===== src/rtl/regfile_write_arbiter.sv =====
// Round-robin arbiter sharing the register-file write port among NREQ requesters,
// plus a clear sequencer that zeros every entry, one entry per cycle.
//
//   state | meaning
//   ------+-----------------------------------------------------------
//   RUN   | arbitrate requesters, at most one registered write per cycle
//   CLEAR | write zero to entries 0 .. 2**width-1 in order, no grants
module regfile_write_arbiter #(
  parameter  int bits  = 8,
  parameter  int width = 4,
  parameter  int NREQ  = 4,
  localparam int IDW   = (NREQ > 1) ? $clog2(NREQ) : 1
) (
  input  logic                    clk,
  input  logic                    rst,
  input  logic [NREQ-1:0]         req_valid,
  input  logic [NREQ*width-1:0]   req_addr,
  input  logic [NREQ*bits-1:0]    req_data,
  output logic [NREQ-1:0]         req_ready,
  input  logic                    clear_start,
  output logic                    clear_busy,
  output logic                    clear_done,
  output logic                    rf_w_en,
  output logic [width-1:0]        rf_w_addr,
  output logic [bits-1:0]         rf_w_data,
  output logic [IDW-1:0]          grant_id
);

  localparam int               DEPTH    = 2 ** width;
  localparam logic [width-1:0] CLR_LAST = width'(DEPTH - 1);
  localparam logic [IDW:0]     NREQ_W   = (IDW + 1)'(NREQ);
  localparam logic [IDW-1:0]   LAST_ID  = IDW'(NREQ - 1);

  typedef enum logic {
    RUN   = 1'b0,
    CLEAR = 1'b1
  } state_t;

  state_t           state;
  logic [IDW-1:0]   ptr;
  logic [width-1:0] clr_left;
  logic             grant_any;
  logic [IDW-1:0]   grant_idx;
  logic [IDW:0]     scan_sum;
  logic [IDW-1:0]   scan_idx;

  // First valid requester at or after ptr, wrapping modulo NREQ.
  always_comb begin
    grant_any = 1'b0;
    grant_idx = '0;
    scan_sum  = '0;
    scan_idx  = '0;
    for (int k = 0; k < NREQ; k++) begin
      scan_sum = {1'b0, ptr} + (IDW + 1)'(k);
      if (scan_sum >= NREQ_W) begin
        scan_sum = scan_sum - NREQ_W;
      end
      scan_idx = scan_sum[IDW-1:0];
      if (!grant_any && req_valid[scan_idx]) begin
        grant_any = 1'b1;
        grant_idx = scan_idx;
      end
    end
  end

  always_comb begin
    req_ready = '0;
    if (!rst && (state == RUN) && !clear_start && grant_any) begin
      req_ready[grant_idx] = 1'b1;
    end
  end

  assign clear_busy = (state == CLEAR);

  always_ff @(posedge clk) begin
    if (rst) begin
      state      <= RUN;
      ptr        <= '0;
      clr_left   <= '0;
      rf_w_en    <= 1'b0;
      rf_w_addr  <= '0;
      rf_w_data  <= '0;
      grant_id   <= '0;
      clear_done <= 1'b0;
    end else begin
      case (state)
        RUN: begin
          clear_done <= 1'b0;
          if (clear_start) begin
            state      <= CLEAR;
            clr_left   <= CLR_LAST;
            rf_w_en    <= 1'b1;
            rf_w_addr  <= '0;
            rf_w_data  <= '0;
            grant_id   <= '0;
            clear_done <= (CLR_LAST == '0);
          end else if (grant_any) begin
            rf_w_en   <= 1'b1;
            rf_w_addr <= req_addr[grant_idx*width +: width];
            rf_w_data <= req_data[grant_idx*bits +: bits];
            grant_id  <= grant_idx;
            ptr       <= (grant_idx == LAST_ID) ? '0 : grant_idx + 1'b1;
          end else begin
            rf_w_en <= 1'b0;
          end
        end
        CLEAR: begin
          // clr_left counts the clear writes still to come after the current one.
          if (clr_left == '0) begin
            state      <= RUN;
            rf_w_en    <= 1'b0;
            clear_done <= 1'b0;
          end else begin
            rf_w_addr  <= rf_w_addr + 1'b1;
            clr_left   <= clr_left - 1'b1;
            clear_done <= (clr_left == width'(1));
          end
        end
        default: begin
          state <= RUN;
        end
      endcase
    end
  end

  a_ready_onehot: assert property (@(posedge clk) disable iff (rst) $onehot0(req_ready));
  a_done_in_busy: assert property (@(posedge clk) disable iff (rst) clear_done |-> clear_busy);

endmodule

===== config.mk =====
export PLATFORM = sky130hd
export DESIGN_NAME = regfile_write_arbiter
export DESIGN_NICKNAME = d
export VERILOG_FILES = /design/src/rtl/regfile_write_arbiter.sv
export SDC_FILE = /design/constraint.sdc
export NUM_CORES = 1
export LEC_CHECK = 0
export CORE_MARGIN = 2
export CORE_UTILIZATION = 40
export CTS_CLUSTER_DIAMETER = 200
export DETAILED_ROUTE_END_ITERATION = 6
export GPL_TIMING_DRIVEN = 0
export PLACE_DENSITY = 0.8
export SETUP_SLACK_MARGIN = 0.2
export SYNTH_ARGS = -nofsm -noshare
export SYNTH_HDL_FRONTEND = slang
export SYNTH_SLANG_ARGS = --single-unit
export TNS_END_PERCENT = 1

===== constraint.sdc =====
create_clock -name clk -period 3.9 [get_ports clk]
set_input_delay 1.17 -clock clk [delete_from_list [all_inputs] [get_ports clk]]
set_output_delay 1.17 -clock clk [all_outputs]
set_load 0.005 [all_outputs]

; Yosys cells after proc, flatten, opt, wreduce, memory -nomap -nowiden
; Cells that the tools add are included.
[op_classes]
addsub = 10
n_lt_le_gt_ge = 10
eq_ne = 6
n_shift = 2
mux = 44
bitwise_logic = 2
n_reduce_logical = 18
[op_table]
columns = op, n
row1 = indexed part select 32 x 6 -> 8 bit, 1
row2 = two-way mux 4 bit, 6
row3 = two-way mux 2 bit, 11
row4 = two-way mux 8 bit, 2
row5 = one-hot mux 4 bit (2 select lines), 2
row6 = indexed part select 16 x 5 -> 4 bit, 1
row7 = "< comparator 2 x 3 -> 1 bit, second input constant", 5
row8 = two-way mux 1 bit, 15
row9 = ">= comparator 3 bit, second input constant", 3
row10 = binary-select mux 1 bit (select 2 bit), 4
row11 = "subtractor 2 x 1 -> 2 bit, second input constant", 4
row12 = logical AND 1 bit, 7
row13 = "adder 2 x 2 -> 3 bit, second input constant", 2
row14 = one-hot mux 1 bit (2 select lines), 3
row15 = AND reduction 2 bit, 3
row16 = logical NOT 1 bit, 5
row17 = "adder 4 x 1 -> 4 bit, second input constant", 1
row18 = "equality test 4 x 1 -> 1 bit, second input constant", 1
row19 = logical NOT 4 bit, 1
row20 = "inequality test 2 bit, second input constant", 2
row21 = "subtractor 4 x 1 -> 4 bit, second input constant", 1
row22 = "adder 2 x 1 -> 3 bit, second input constant", 1
row23 = ">= comparator 2 x 3 -> 1 bit, second input constant", 1
row24 = "inequality test 3 bit, second input constant", 1
row25 = other kinds (8), 9
[word_totals]
ff_bits = 23
input_bits = 55
out_inout_bits = 21
word_cells = 100

; Depth between registers and ports, before layout
[depth]
depth_word = 19
ltp_mapped = 8
ltp_nobuf = 8

; Worst setup path after synthesis
; OpenSTA, ideal clock, no wires.
[synth_timing]
path_kind = in2out
from = input req_valid[2]
to = output req_ready[0]
t_arrival_ps = 2433
required_ps = 2730
slack_ps = 297
stages = 5
path_buffers = 1
path_cell_list = or4_1 > and2_1 > nor2b_1 > clkbuf_1 > and2_1
[synth_between]
elab_chain_len = 17
elab_cells_between_ends = 29
cone_classes = 2 x order compare / 19 x mux / 8 x reduce/logical
[synth_rtl]
columns = item, line_no
row1 = from (decl), 16  ; input logic [NREQ-1:0] req_valid,
row2 = binary-select mux 1 bit (select 2 bit), 59  ; if (!grant_any && req_valid[scan_idx]) begin
row3 = two-way mux 1 bit (implied by the code), 59
row4 = two-way mux 1 bit, 59
row5 = logical NOT 1 bit, 59
row6 = logical AND 1 bit, 59
row7 = two-way mux 1 bit, 59
row8 = logical NOT 1 bit, 59
row9 = logical AND 1 bit, 59
row10 = two-way mux 1 bit, 59
row11 = logical NOT 1 bit, 59
row12 = logical AND 1 bit, 59
row13 = two-way mux 2 bit, 59
row14 = < comparator 2 x 3 -> 1 bit (implied by the code) or >= comparator 2 x 1 -> 1 bit (tied branches), 69  ; req_ready[grant_idx] = 1'b1;
row15 = logical AND 1 bit (implied by the code), 69
row16 = two-way mux 1 bit (implied by the code), 69
row17 = demux 1 bit (select 2 bit), 69
row18 = two-way mux 4 bit *, 68  ; if (!rst && (state == RUN) && !clear_start && grant_any) begin
row19 = to (decl), 19  ; output logic [NREQ-1:0] req_ready,
; Mark *: on every way between the ends. The rest lies on a longest branch, timed or not. The select of a mux whose other input is x is not followed.

; Final worst setup path
[layout_timing]
from = input req_valid[3]
to = output req_ready[0]
; Same word-level chain as after synthesis.

==> impl_summary.txt <==
----------------------------------------------------
[Run status]
  Run status ... completed

[Power and ir drop]
  Total power of the final layout ... 0.781 mW
  Worst IR Drop VDD ... 0.194 mV
  Total power divided by cell area ... 298 nW/µm²
  Leakage component of the power ... 1.06 nW

[Floorplanning]
  Total Die Area ... 4380 µm²
  Cell row count ... 22
  Starting density of the core ... 0.420
  Die W ... 66.2 µm
  Core area ... 3690 µm²
  Die height ... 66.2 µm
  Count of pins on the block boundary ... 76

[STA]
  Final-report max-slew violation count ... 0
  Worst Setup Slack, final ... 133 ps
  Post-layout min period ... 3770 ps
  Final setup vio count ... 0
  Max Clock Skew ... 6.59 ps
  Remaining max-slew budget at the tightest pin ... 0.704
  Slew at the pin closest to its max-slew limit ... 444 ps
  TNS Setup ... 0 ps
  Share of the clock period used by the worst path after layout ... 0.966
  Final hold vios ... 0
  Max Clk Rate ... 265 MHz
  Setup repair after global routing missed its margin ... yes

[Synth]
  Syn Area/Cell ... 8.90 µm²
  Number of flops mapped to enable cells by yosys ... 0
  Top-count cell post-synth ... sky130_fd_sc_hd__dfxtp_1
  Net count after synthesis ... 236
  Top_reg_cell synth ... sky130_fd_sc_hd__dfxtp_1
  Number of distinct standard cells referenced by the synthesized netlist ... 43
  Post-Syn Instances ... 174
  Synthesized area ... 1550 µm²
  Yosys warning count ... 0
  Synth top area cells ... sky130_fd_sc_hd__dfxtp_1, sky130_fd_sc_hd__mux2i_1, sky130_fd_sc_hd__ha_1
  Post-synth top area share ... 0.297
  Cell type with the largest total area after synthesis ... sky130_fd_sc_hd__dfxtp_1
  Sequential fraction of the synthesis area ... 0.297
  Async S/R FF share, synth ... 0
  Post-synthesis register bit count ... 23
  Most numerous cell types in the synthesized netlist ... sky130_fd_sc_hd__dfxtp_1, sky130_fd_sc_hd__nand2_1, sky130_fd_sc_hd__mux2i_1

[Drt]
  DRC violations left ... 0
  Mean routed wirelength per cell ... 14.8 µm
  Vias post-DR ... 1663
  Number of routed nets with antenna violations ... 0
  Vias/cell ... 5.18
  Wire length reported by the detailed router ... 4740 µm
  Number of DRC violations after detailed-routing iteration 0 ... 34
  Number of iterations in the first detailed-routing pass ... 4

[Min path]
  Min-Delay Path Class ... reg -> reg

[Placed design]
  IO buf count ... 74
  Dpl ws ... -896 ps
  Total cell area at the placement stage ... 2350 µm²
  HPWL after DPL ... 3270 µm
  Placer Congestion ... 0.760

[Cells and area]
  Post-layout net count ... 336
  Share of cells above drive strength 1 ... 0.220
  Area Overhead vs Synth ... 69.0%
  Antenna Cells ... 0
  Post-layout instance area ... 2620 µm²

[Global route]
  Vias in the first global route ... 1556
  Grt met3 use ... 0.0494
  GR Util met2 ... 0.379
  Most used routing layer in global routing ... met2
  Met1 track utilization from global routing ... 0.256
  Pin count of the biggest net entering global routing ... 14
  Wire length of the first global-routing pass ... 7180 µm
  Number of antenna violations at the first check in global routing ... 0
  Global-route usage over all layers ... 0.211
  Gr ovfl total ... 0

[Clocking]
  Post-CTS clock slew at the launch and capture registers of the worst setup and hold paths ... 80 ps
  TritonCTS clock tree ... yes
  CTS Root Buffer Type ... sky130_fd_sc_hd__clkbuf_8
  Clk sink count ... 23
  Clock tree buffer depth ... 2
  Worst skew pair latency ... 270 ps
  Number of levels the H-tree was split into ... 1
  Clock buffers created by TritonCTS ... 3

[Worst setup path]
  Crit Path Max Fanout ... 4
  Critical Path End Type ... primary output
  Max stage delay cell, worst path ... sky130_fd_sc_hd__or4_4
  Worst setup SP type ... primary input
  Critical path cell sequence ... buf_8, or4_4, and2_4, nor2b_4, buf_8, buf_6, and2_4, buf_6
  Crit path required time ... 2730 ps
  Type of the setup path with the least slack ... in -> out
  Biggest cell delay along the critical path ... 530 ps
  Worst path arrival time ... 2600 ps

[Run]
  Max cap viols ... 0

----------------------------------------------------
[metal layers]
metal,up-vias,wire [µm]
met2,63,2240
met3,4,378
li1,832,-
met4,0,31
met5,-,0
met1,764,2090
[what timing repair did]
item | 4_1_cts | 5_1_grt
endpoints found under the setup margin | 4 | 4
hold buffers | 0 | 0
pin swaps | 9 | 4
buffers inserted | 17 | 4
gates resized for setup | 56 | 7
[registers in the layout, summed over array words and instances, names as in the netlist]
signal	count
rf_w_data	8
clr_left	4
rf_w_addr	4
grant_id	2
ptr	2
clear_busy	1
clear_done	1
rf_w_en	1
[cell type report]
cell class | instances | area [µm²]
Fill cell | 301 | 1070
Multi-Input combinational cell | 135 | 1020
Timing Repair Buffer | 95 | 916
Sequential cell | 23 | 460
Buffer | 8 | 82.6
Tap cell | 48 | 60.1
Clock buffer | 3 | 41.3
Inverter | 8 | 32.5
Clock inverter | 1 | 5.00
[stage by stage]
stage / hold WS (ps) / std cells / util
finish: 471 / 321 / 0.709
global route: 486 / 321 / 0.709
CTS: 472 / 317 / 0.696
detailed placement: 454 / 296 / 0.637
global placement: 447 / 296 / 0.637
floorplan: 453 / 174 / -
[worst max-delay path: cells and delay by family]
family,cells,cell delay [ps]
AND/OR/NAND/NOR,4,980
buffers and inverters,4,430
[logic make-up (layout without fill, tap and decap cells)]
kind of cell / Yosys count / after routing / share of synthesized area
AND/OR/NAND/NOR: 60 / 60 / 0.209
AO/OA/AOI/OAI: 44 / 44 / 0.217
adder cells (fa/ha/maj): 7 / 7 / 0.0566
multiplexers: 21 / 21 / 0.138
buffers and inverters: 16 / 115 / 0.0655
flip-flops: 23 / 23 / 0.297
XOR/XNOR: 3 / 3 / 0.0170
[where the power goes]
group          switching (mW)  internal, mW  leakage [nW]
Sequential             0.0237         0.259         0.190
Clock                  0.0835        0.0716        0.0255
Combinational           0.141         0.201         0.846
[cell usage in the layout (no fill, tap or decap), types with 4 or more instances in the layout]
cell	n
sky130_fd_sc_hd__clkdlybuf4s50_1	65
sky130_fd_sc_hd__nand3_1	9
sky130_fd_sc_hd__nor2_1	6
sky130_fd_sc_hd__dfxtp_1	23
sky130_fd_sc_hd__inv_1	6
sky130_fd_sc_hd__a32o_1	8
sky130_fd_sc_hd__buf_4	20
sky130_fd_sc_hd__ha_1	6
sky130_fd_sc_hd__a21oi_1	10
sky130_fd_sc_hd__mux2i_1	18
sky130_fd_sc_hd__o21ai_0	8
sky130_fd_sc_hd__buf_6	7
sky130_fd_sc_hd__nand2_1	19
sky130_fd_sc_hd__and2_4	4
[path summary, 6_finish.rpt]
| path | start | to | slack (ps) | cells past startpoint |
|---|---|---|---|---|
| max | req_valid[3] | req_ready[0] | 130 | 8 |
| min | rf_w_en$_SDFFE_PP0P_ | rf_w_en$_SDFFE_PP0P_ | 470 | 2 |
| max reg2reg | ptr[1]$_SDFFE_PP0P_ | rf_w_data[7]$_SDFFE_PP0P_ | 1860 | 10 |
| min reg2reg | rf_w_en$_SDFFE_PP0P_ | rf_w_en$_SDFFE_PP0P_ | 470 | 2 |
No activity file was read; power rests on OpenSTA's default activity.
